$ cat src/rtl/mem_arbiter_pkg.sv
// Shared definitions for the three-core memory arbiter.
// Holds the default word/address widths, the fixed port count, the FSM state
// encoding and the operation-select helper used when a RAM access is issued.
package mem_arbiter_pkg;

   localparam int unsigned DATA_LEN    = 16;
   localparam int unsigned ADDRESS_LEN = 8;
   localparam int unsigned NUM_PORTS   = 3;

   typedef enum logic [1:0] {
      IDLE  = 2'd0,
      ISSUE = 2'd1,
      RESP  = 2'd2
   } state_t;

   // Result of choosing which pending operation goes to the RAM next
   typedef struct packed {
      logic                 op_write;
      logic                 mixed;
      logic [NUM_PORTS-1:0] served;
   } issue_sel_t;

   // Reads and writes never share one access; prio breaks ties on mixed sets
   function automatic issue_sel_t select_op(input logic [NUM_PORTS-1:0] pend,
                                            input logic [NUM_PORTS-1:0] we,
                                            input logic                 prio);
      logic [NUM_PORTS-1:0] rd;
      logic [NUM_PORTS-1:0] wr;
      issue_sel_t           sel;
      rd           = pend & ~we;
      wr           = pend & we;
      sel.mixed    = (|rd) && (|wr);
      sel.op_write = sel.mixed ? prio : (|wr);
      sel.served   = sel.op_write ? wr : rd;
      return sel;
   endfunction

endpackage : mem_arbiter_pkg

$ cat src/rtl/mem_arb_lane_pack.sv
// Served-mask lane packing for the RAM address and write-data buses.
// Served lanes pass their own address/data; unserved lanes copy the
// lowest-index served lane so every RAM lane carries a harmless duplicate
// (a redundant write of the same value, or a redundant read).
//   served   : lanes taking part in the access
//   addr_in  : lane-packed core addresses
//   wdata_in : lane-packed core write data
//   addr_out : lane-packed RAM addresses
//   data_out : lane-packed RAM write data
module mem_arb_lane_pack #(
   parameter int unsigned DATA_LEN    = mem_arbiter_pkg::DATA_LEN,
   parameter int unsigned ADDRESS_LEN = mem_arbiter_pkg::ADDRESS_LEN
) (
   input  logic [mem_arbiter_pkg::NUM_PORTS-1:0]             served,
   input  logic [mem_arbiter_pkg::NUM_PORTS*ADDRESS_LEN-1:0] addr_in,
   input  logic [mem_arbiter_pkg::NUM_PORTS*DATA_LEN-1:0]    wdata_in,
   output logic [mem_arbiter_pkg::NUM_PORTS*ADDRESS_LEN-1:0] addr_out,
   output logic [mem_arbiter_pkg::NUM_PORTS*DATA_LEN-1:0]    data_out
);
   import mem_arbiter_pkg::*;

   int unsigned low;
   logic        found;

   // Lowest-index served lane is the fill source
   always_comb begin
      low   = 0;
      found = 1'b0;
      for (int unsigned i = 0; i < NUM_PORTS; i++) begin
         if (served[i] && !found) begin
            low   = i;
            found = 1'b1;
         end
      end
   end

   always_comb begin
      addr_out = '0;
      data_out = '0;
      for (int unsigned i = 0; i < NUM_PORTS; i++) begin
         if (served[i]) begin
            addr_out[i*ADDRESS_LEN +: ADDRESS_LEN] = addr_in[i*ADDRESS_LEN +: ADDRESS_LEN];
            data_out[i*DATA_LEN +: DATA_LEN]       = wdata_in[i*DATA_LEN +: DATA_LEN];
         end else begin
            addr_out[i*ADDRESS_LEN +: ADDRESS_LEN] = addr_in[low*ADDRESS_LEN +: ADDRESS_LEN];
            data_out[i*DATA_LEN +: DATA_LEN]       = wdata_in[low*DATA_LEN +: DATA_LEN];
         end
      end
   end

endmodule : mem_arb_lane_pack

$ cat src/rtl/mem_arbiter.sv
// Three-core memory arbiter: batches concurrent requests into single RAM
// accesses (all pending reads together, or all pending writes together).
//   clk, rst      : clock, synchronous active-high reset
//   req/we        : per-core request (held until ack) and write(1)/read(0)
//   addr/wdata    : per-core lane-packed address and write data
//   ack           : per-core one-cycle completion pulse
//   rdata         : per-core lane-packed read data, held until next read
//   ram_read/ram_write         : RAM strobes, never both high
//   ram_address/ram_data_in    : lane-packed RAM address and write data
//   ram_data_out  : lane-packed RAM read data, one cycle after ram_read
module mem_arbiter #(
   parameter int unsigned DATA_LEN    = mem_arbiter_pkg::DATA_LEN,
   parameter int unsigned ADDRESS_LEN = mem_arbiter_pkg::ADDRESS_LEN
) (
   input  logic                                              clk,
   input  logic                                              rst,
   input  logic [mem_arbiter_pkg::NUM_PORTS-1:0]             req,
   input  logic [mem_arbiter_pkg::NUM_PORTS-1:0]             we,
   input  logic [mem_arbiter_pkg::NUM_PORTS*ADDRESS_LEN-1:0] addr,
   input  logic [mem_arbiter_pkg::NUM_PORTS*DATA_LEN-1:0]    wdata,
   output logic [mem_arbiter_pkg::NUM_PORTS-1:0]             ack,
   output logic [mem_arbiter_pkg::NUM_PORTS*DATA_LEN-1:0]    rdata,
   output logic                                              ram_read,
   output logic                                              ram_write,
   output logic [mem_arbiter_pkg::NUM_PORTS*ADDRESS_LEN-1:0] ram_address,
   output logic [mem_arbiter_pkg::NUM_PORTS*DATA_LEN-1:0]    ram_data_in,
   input  logic [mem_arbiter_pkg::NUM_PORTS*DATA_LEN-1:0]    ram_data_out
);
   import mem_arbiter_pkg::*;

   localparam int unsigned NP = NUM_PORTS;
   localparam int unsigned AW = NP * ADDRESS_LEN;
   localparam int unsigned DW = NP * DATA_LEN;

   state_t        state;
   logic [NP-1:0] pend_q;
   logic [NP-1:0] pend_we_q;
   logic [AW-1:0] pend_addr_q;
   logic [DW-1:0] pend_wdata_q;
   logic [NP-1:0] served_q;
   logic          op_write_q;
   logic          prio_q;
   logic          ram_read_q;
   logic          ram_write_q;

   logic [NP-1:0] cap;
   logic [NP-1:0] remain;
   logic [NP-1:0] sel_pend;
   logic [NP-1:0] sel_we;
   logic [AW-1:0] sel_addr;
   logic [DW-1:0] sel_wdata;
   issue_sel_t    sel;
   logic          start_issue;
   logic [AW-1:0] pack_addr;
   logic [DW-1:0] pack_data;

   // A core still high in its own ack cycle is not recaptured
   assign cap    = req & ~ack;
   assign remain = pend_q & ~served_q;

   // Candidate set for the next access: fresh captures in IDLE, leftovers in RESP
   always_comb begin
      sel_pend  = remain;
      sel_we    = pend_we_q;
      sel_addr  = pend_addr_q;
      sel_wdata = pend_wdata_q;
      if (state == IDLE) begin
         sel_pend  = cap;
         sel_we    = we;
         sel_addr  = addr;
         sel_wdata = wdata;
      end
   end

   assign sel         = select_op(sel_pend, sel_we, prio_q);
   assign start_issue = ((state == IDLE) && (|cap)) || ((state == RESP) && (|remain));

   mem_arb_lane_pack #(
      .DATA_LEN    (DATA_LEN),
      .ADDRESS_LEN (ADDRESS_LEN)
   ) u_lane_pack (
      .served   (sel.served),
      .addr_in  (sel_addr),
      .wdata_in (sel_wdata),
      .addr_out (pack_addr),
      .data_out (pack_data)
   );

   // Arbiter FSM with registered strobes, RAM buses, acks and read data
   always_ff @(posedge clk) begin
      if (rst) begin
         state        <= IDLE;
         pend_q       <= '0;
         pend_we_q    <= '0;
         pend_addr_q  <= '0;
         pend_wdata_q <= '0;
         served_q     <= '0;
         op_write_q   <= 1'b0;
         prio_q       <= 1'b0;
         ram_read_q   <= 1'b0;
         ram_write_q  <= 1'b0;
         ram_address  <= '0;
         ram_data_in  <= '0;
         ack          <= '0;
         rdata        <= '0;
      end else begin
         ack <= '0;
         case (state)
            IDLE: begin
               pend_q <= cap;
               for (int unsigned i = 0; i < NP; i++) begin
                  if (cap[i]) begin
                     pend_we_q[i]                              <= we[i];
                     pend_addr_q[i*ADDRESS_LEN +: ADDRESS_LEN] <= addr[i*ADDRESS_LEN +: ADDRESS_LEN];
                     pend_wdata_q[i*DATA_LEN +: DATA_LEN]      <= wdata[i*DATA_LEN +: DATA_LEN];
                  end
               end
               if (|cap) state <= ISSUE;
            end
            ISSUE: begin
               ram_read_q  <= 1'b0;
               ram_write_q <= 1'b0;
               state       <= RESP;
            end
            RESP: begin
               ack    <= served_q;
               pend_q <= remain;
               for (int unsigned i = 0; i < NP; i++) begin
                  if (served_q[i] && !op_write_q)
                     rdata[i*DATA_LEN +: DATA_LEN] <= ram_data_out[i*DATA_LEN +: DATA_LEN];
               end
               state <= (|remain) ? ISSUE : IDLE;
            end
            default: state <= IDLE;
         endcase

         // Launch a RAM access so the strobe is high for the whole ISSUE cycle
         if (start_issue) begin
            served_q    <= sel.served;
            op_write_q  <= sel.op_write;
            ram_read_q  <= ~sel.op_write;
            ram_write_q <= sel.op_write;
            ram_address <= pack_addr;
            ram_data_in <= pack_data;
            if (sel.mixed) prio_q <= ~prio_q;
         end
      end
   end

   assign ram_read  = ram_read_q;
   // Reset aborts an in-flight write within the same cycle
   assign ram_write = ram_write_q & ~rst;

endmodule : mem_arbiter

$ cat config.mk
export PLATFORM = sky130hd
export DESIGN_NAME = mem_arbiter
export DESIGN_NICKNAME = d
export VERILOG_FILES = /design/src/rtl/mem_arbiter_pkg.sv /design/src/rtl/mem_arb_lane_pack.sv /design/src/rtl/mem_arbiter.sv
export SDC_FILE = /design/constraint.sdc
export NUM_CORES = 1
export LEC_CHECK = 0
export ABC_AREA = 1
export BUFFER_PORTS_ARGS = -buffer_cell sky130_fd_sc_hd__buf_2
export CELL_PAD_IN_SITES_DETAIL_PLACEMENT = 1
export CELL_PAD_IN_SITES_GLOBAL_PLACEMENT = 1
export CORE_MARGIN = 2
export CORE_UTILIZATION = 34
export DETAILED_ROUTE_END_ITERATION = 7
export PLACE_DENSITY_LB_ADDON = 0.1
export SYNTH_ARGS = -nofsm -noshare
export SYNTH_HDL_FRONTEND = slang
export SYNTH_SLANG_ARGS = --single-unit
$ cat constraint.sdc
create_clock -name clk -period 1.9 [get_ports clk]
set_input_delay 0 -clock clk [delete_from_list [all_inputs] [get_ports clk]]
set_output_delay 0 -clock clk [all_outputs]
set_load 0.02 [all_outputs]
==> results of run 1 <==
sequential cells by signal, summed over array words and instances, names as in the netlist:
| register | flops |
|---|---|
| pend_wdata_q | 48 |
| pend_addr_q | 24 |
| ack | 3 |
| state | 2 |
| prio_q | 1 |
| op_write_q | 1 |
| ram_read | 1 |
| ram_write_q | 1 |
| pend_we_q | 3 |
| ram_address | 24 |
| served_q | 3 |
| pend_q | 3 |
| rdata | 48 |
| ram_data_in | 48 |
how the worst min path moves through the flow:
stage | endpoint | from | slack, ns
floorplan | ram_write | rst | 0.09
global placement | rdata[23] | ram_data_out[23] | 0.22
finish | rdata[16] | ram_data_out[16] | 0.24
CTS | rdata[20] | ram_data_out[20] | 0.22
global route | rdata[18] | ram_data_out[18] | 0.25
detailed placement | rdata[22] | ram_data_out[22] | 0.23
logic make-up (layout without fill, tap and decap cells):
group | after synthesis | count (layout) | synth area share [%]
compound gates | 282 | 282 | 15.91
buf+inv | 237 | 686 | 10.00
flops | 210 | 210 | 44.40
mux | 23 | 23 | 2.432
simple gates | 583 | 584 | 27.25
worst register-to-register path: cells and delay by family, from the launching register on:
family                 cells  cell delay [ns]
buffers and inverters      4             0.53
DFF                        1             0.38
and+or+nand+nor           11             1.18
routing by layer:
layer	wire length, um	up-vias
met5	0	-
met4	1485	0
met3	1802	73
met2	19620	262
met1	15260	5035
li1	-	5194
what timing repair did:
item / CTS / global route
gates resized for setup: 98 / 115
pin swaps: 45 / 51
hold endpoints to repair: 162 / 0
setup buffers: 11 / 12
cloned: 5 / 7
hold buffers: 124 / 0
endpoints found under the setup margin: 74 / 91
cell usage in the layout (no fill, tap or decap), drive strengths merged, types with 24 or more instances in the layout:
master,count
nand3,129
nand2,306
clkbuf,41
dlygate4sd3,124
nor2,118
inv,152
nand4,24
o21a,24
dfxtp,210
a21oi,74
o21ai,175
buf,356
per-stage QoR:
stage	total power, W	worst slack (ns)	util (%)	cell area (um^2)	hold WS, ns
final	0.01600	-0.3016	54.00	14920	0.2354
after global routing	0.01677	-0.4135	54.00	14920	0.2543
after CTS	0.01555	-0.1713	51.64	14270	0.2151
after detailed placement	0.009631	-0.3610	41.82	11550	0.2288
after global placement	0.009553	-0.3020	41.82	11550	0.2194
after floorplan	0.007830	-0.004956	-	9482	0.08718
layout make-up:
type                    instances  area, um^2  share of cell area (%)
clock inverters                10       157.7                   1.057
repair buffers                486        3764                   25.22
inverters                     155       594.3                   3.983
clock buffers                  35       703.2                   4.713
well taps                     378       473.0                   3.170
multi-input cells             889        5015                   33.61
flip-flops and latches        210        4214                   28.24
power by group through the flow:
stage	logic, W	clock network [W]	registers (W)
floorplan	0.00202	0	0.00581
global placement	0.00412	0	0.00544
detailed placement	0.00418	0	0.00545
CTS	0.00499	0.00519	0.00536
global route	0.00600	0.00536	0.00541
finish	0.00557	0.00507	0.00536
==> results.txt, run 1 <==
Status -> finished with violations
Failing checks -> setup timing
Post-detailed-route via-to-cell ratio -> 4.884
Most common cell in the netlist -> nand2_1
TritonCTS clock tree -> built
Top cell type's share of synthesized area -> 44.40%
LEAKAGE -> 7.175 nW
Reg-to-Reg Start -> state[1]
Initial antenna violation count -> 0
Drt pass-1 iters -> 4
Max cap viols -> 0
Synth async-reset ratio -> 0%
Busiest grt layer -> met2
Max_slew headroom -> 51.57%
Die area -> 29200 um^2
Setup TNS -> -17.29 ns
Clock skew -> 0.009091 ns
Starting Density -> 34.27%
Row count -> 61
Avg Cell Area, Syn -> 7.092 um^2
Die H -> 170.9 um
WHS Path Cells -> 4
WL per Instance -> 17.65 um
Clk sinks -> 210
Cell accounting for the most synthesized area -> dfxtp_1
Syn Nets -> 1463
DRC -> 0
Net Sw Frac -> 35.41%
CP Capture Type -> flop
Ranking of synthesized cells by area -> dfxtp_1 (44%), nand2_1 (12%), o21ai_0 (8.9%), inv_1 (6.1%), nand3_1 (5.6%)
Most used cell along the critical path -> nand2_2
Worst-Skew Late Latency -> 0.52 ns
Post-route non-filler standard cell count -> 2163
Placed instance count -> 1960
Met1 usage -> 28.16%
CP max FO -> 7
Fillers -> 3433
First-pass GRT wire length -> 57560 um
Critical path's top delay family -> simple AND/OR/NAND/NOR gates
Commonest cells in the netlist -> nand2_1 (298), dfxtp_1 (210), o21ai_0 (168), inv_1 (153), nor2_1 (114)
FF-to-FF setup slack -> -0.30 ns
Core area -> 27630 um^2
CP Cell Sequence -> nor2_4, nand2_2, nand2_2, nand2_2, buf_4, buf_4, inv_1, nand2_2, nand2_4, nand2_4, clkbuf_16, nand2_1, nand3_4, nand3_1, nand2_1
Period utilization -> 115.9%
Post-route antenna net violation count -> 0
Slowest CP cell -> dfxtp_4
Clock period minus final worst setup slack -> 2.202 ns
CP startpoint -> state[1]
Combinational share of power -> 34.8%
Most used flip-flop cell after synthesis -> dfxtp_1
Max Clk Rate -> 454.2 MHz
Htree depth -> 1
Setup ws final -> -0.3016 ns
TritonCTS Buffers -> 25
Switch Pwr -> 0.005668 W
Nets -> 1895
Grt met2 use -> 46.82%
GRT Util Overall -> 25.00%
Actual slew at the worst max-slew pin -> 0.7188 ns
Vias in the first global route -> 10940
Hold violation count in the final report -> 0
Max Slew Vio Count -> 0
Gp weighted congestion -> 0.8309
Clock buffer depth -> 3
Power Density -> 1073 nW/um^2
Dpl hpwl -> 24710 um
RSZ-0062 raised after global routing -> true
Mapped Cells -> 1335
R2R cell count -> 15
Synthesis Warnings -> 0
CP Depth -> 15
WP buf/inv -> 4
Critical Setup Path Class -> flop to flop
Clock network power share -> 31.7%
Sequential share of the synthesized area -> 44.40%
Post-synth EDFFs -> 0
Ports -> 253
Hold Path Class -> input port to flop
Via count -> 10560
Worst Path Required -> 2.32 ns
Reg-to-reg endpoint -> ram_data_in[10]
Setup-failing EPs final -> 74
Worst setup SP type -> flop
First DRT Iteration DRCs -> 505
Worst vdd ir -> 0.6485 mV
Total wire length -> 38170 um
Worst setup endpoint -> ram_data_in[10]
Clock Pin Slew Worst Setup and Hold Paths -> 0.06 ns
Post-synth cell types -> 31
Max incr delay on CP -> 0.38 ns
Area Growth Syn to Fin -> 57.59%
Share of layout cells above drive strength 1 -> 30.87%
Die Wd -> 170.9 um
Flops & latches, synth -> 210
Total gr overflow -> 0
Crit path DAT -> 2.62 ns
Root Driver -> clkbuf_16
Flop pwr share -> 33.5%
Internal power -> 0.01034 W
Synthesized cell area -> 9468 um^2
Inserted Diodes -> 0
Port bufs -> 252
Largest net degree at the start of global routing -> 53
Met3 usage in global routing -> 3.701%
No activity file was read; power rests on OpenSTA's default activity.
==> run 2: changes to the inputs <==
- CORE_ASPECT_RATIO: unset -> 1.2
==> run 2 against run 1 <==
The run still ends with setup timing left. Critical path type unchanged. Clock skew up 0.0022 ns. Worst setup slack worse by 0.034 ns. Design area up 2.9%. Global-route usage up 2.2 points.
==> results.txt, run 2 (synthesis results as in run 1) <==
Hold Path End -> rdata[30] (was rdata[16])
Hold path startpoint -> ram_data_out[30] (was ram_data_out[16])
Status -> finished with violations (unchanged)
Actual slew at the worst max-slew pin -> 0.8249 ns (was 0.7188 ns)
Die Wd -> 156.3 um (was 170.9 um)
Worst vdd ir -> 0.6510 mV (was 0.6485 mV)
Reg-to-reg endpoint -> ram_data_in[13] (was ram_data_in[10])
Cell Area, Placed -> 11690 um^2 (was 11550 um^2)
DRC -> 0 (unchanged)
Post-route antenna net violation count -> 0 (unchanged)
Max Clk Rate -> 447.3 MHz (was 454.2 MHz)
Clock period minus final worst setup slack -> 2.236 ns (was 2.202 ns)
R2R cell count -> 12 (was 15)
First DRT Iteration DRCs -> 439 (was 505)
WL per Instance -> 19.04 um (was 17.65 um)
Fillers -> 3313 (was 3433)
Commonest non-fill, non-tap cell in the layout -> nand2_1 (unchanged)
Hold Path Class -> input port to flop (unchanged)
Post-detailed-route via-to-cell ratio -> 5.052 (was 4.884)
Share of layout cells above drive strength 1 -> 34.29% (was 30.87%)
Area Growth Syn to Fin -> 62.20% (was 57.59%)
CP Cell Sequence -> nor2_4, nand2_2, nand2_4, nand3_4, nand3_4, buf_6, nand3_1, nand2_4, buf_4, nand4_1, nand3_2, nand2_2 (was nor2_4, nand2_2, nand2_2, nand2_2, buf_4, buf_4, inv_1, nand2_2, nand2_4, nand2_4, clkbuf_16, nand2_1, nand3_4, nand3_1, nand2_1)
WHS Path Cells -> 4 (unchanged)
Drt pass-1 iters -> 5 (was 4)
Inserted Diodes -> 0 (unchanged)
Worst-Skew Late Latency -> 0.53 ns (was 0.52 ns)
Worst setup SP type -> flop (unchanged)
Period utilization -> 117.7% (was 115.9%)
Failing checks -> setup timing (unchanged)
Total gr overflow -> 0 (unchanged)
Critical path's top delay family -> simple AND/OR/NAND/NOR gates (unchanged)
Htree depth -> 1 (unchanged)
CP Capture Type -> flop (unchanged)
Setup TNS -> -20.62 ns (was -17.29 ns)
Setup-failing EPs final -> 80 (was 74)
Nets -> 1915 (was 1895)
Core area -> 27250 um^2 (was 27630 um^2)
TritonCTS clock tree -> built (unchanged)
Dpl hpwl -> 25800 um (was 24710 um)
Clk sinks -> 210 (unchanged)
Top flop regs -> pend_wdata_q: 48 flops, ram_data_in: 48 flops, rdata: 48 flops (unchanged)
Via count -> 10840 (was 10560)
Max cap viols -> 0 (unchanged)
Port bufs -> 252 (unchanged)
Hold violation count in the final report -> 0 (unchanged)
Clock buffer depth -> 3 (unchanged)
LEAKAGE -> 7.328 nW (was 7.175 nW)
Max Slew Vio Count -> 0 (unchanged)
Busiest grt layer -> met2 (unchanged)
Grt met2 use -> 51.91% (was 46.82%)
Gp weighted congestion -> 0.8548 (was 0.8309)
Slowest CP cell -> dfxtp_4 (unchanged)
Row count -> 66 (was 61)
CP max FO -> 7 (unchanged)
Ports -> 253 (unchanged)
Starting Density -> 34.74% (was 34.27%)
Met1 usage -> 28.88% (was 28.16%)
Met3 usage in global routing -> 4.598% (was 3.701%)
Crit path DAT -> 2.66 ns (was 2.62 ns)
Die H -> 186.8 um (was 170.9 um)
Largest net degree at the start of global routing -> 102 (was 53)
Total wire length -> 40830 um (was 38170 um)
Most frequent cells in the layout -> nand2_1 (255), buf_2 (252), dfxtp_1 (206), inv_1 (146), o21ai_0 (143) (was nand2_1 (262), buf_2 (252), dfxtp_1 (206), inv_1 (147), o21ai_0 (138))
Vias in the first global route -> 11820 (was 10940)
WP buf/inv -> 2 (was 4)
Clock skew -> 0.01130 ns (was 0.009091 ns)
Clock Pin Slew Worst Setup and Hold Paths -> 0.06 ns (about the same)
Worst Path Required -> 2.32 ns (about the same)
Design Area, Final -> 15360 um^2 (was 14920 um^2)
Max incr delay on CP -> 0.37 ns (was 0.38 ns)
First-pass GRT wire length -> 62890 um (was 57560 um)
Initial antenna violation count -> 0 (unchanged)
Max_slew headroom -> 44.42% (was 51.57%)
TritonCTS Buffers -> 24 (was 25)
FF-to-FF setup slack -> -0.34 ns (was -0.30 ns)
Root Driver -> clkbuf_16 (unchanged)
Critical Setup Path Class -> flop to flop (unchanged)
GRT Util Overall -> 27.16% (was 25.00%)
Power Density -> 1067 nW/um^2 (was 1073 nW/um^2)
Die area -> 29200 um^2 (about the same)
Setup ws final -> -0.3358 ns (was -0.3016 ns)
Reg-to-Reg Start -> state[1] (unchanged)
RSZ-0062 raised after global routing -> true (unchanged)
-- run 2: per-layer routing --
layer  vias up  share of wire, %
met1      5219                37
met2       299                54
met4         0               4.4
met3        92               5.0
met5         -                 0
li1       5226                 -
-- run 2: through the flow --
step / total power (W) / hold slack, ns / setup slack [ns] / cells / utilization [%]
after detailed placement: 0.009773 / 0.2301 / -0.4145 / 1941 / 42.88
after CTS: 0.01599 / 0.2132 / -0.2344 / 2136 / 54.16
after global routing: 0.01712 / 0.2252 / -0.4389 / 2145 / 56.35
after floorplan: 0.007830 / 0.08718 / -0.004956 / 1335 / -
final: 0.01638 / 0.2180 / -0.3358 / 2145 / 56.35
after global placement: 0.009683 / 0.2210 / -0.3300 / 1941 / 42.88
-- run 2: area by class of cell --
type                       instances  area [um^2]  area share (%)
clock buffer                      36        757.0           4.929
sequential                       210         4214           27.44
tap                              340        425.4           2.770
timing repair buffer             507         3986           25.96
multi-input combinational        889         5258           34.24
clock inverter                     8        121.4          0.7903
inverter                         155        595.6           3.878
-- run 2: worst min-delay path: cells and delay by family --
kind / cells / cell delay [ns]
buffers and inverters: 2 / 0.60
and+or+nand+nor: 2 / 0.11
-- run 2: timing repair --
action | CTS | global route
endpoints found under the hold margin | 157 | 0
buffers inserted | 18 | 7
endpoints found under the setup margin | 76 | 126
cloned | 10 | 3
pin swaps | 48 | 68
resized for setup | 151 | 143
hold buffers | 124 | 0
-- run 2: how the worst max path moves through the flow --
stage,start,end,slack (ns),cells after the start
after floorplan,state[1],ram_data_in[10],-0.005,16
after global placement,state[1],ram_data_in[41],-0.33,6
after detailed placement,state[1],ram_data_in[47],-0.41,14
after CTS,state[0],ram_data_in[39],-0.23,15
after global routing,state[1],ram_address[1],-0.44,14
final,state[1],ram_data_in[13],-0.34,12
-- run 2: power by group --
part	internal (W)	switching [W]
logic	0.00235	0.00358
clock network	0.00315	0.00197
registers	0.00499	0.000346
total	0.0105	0.00589
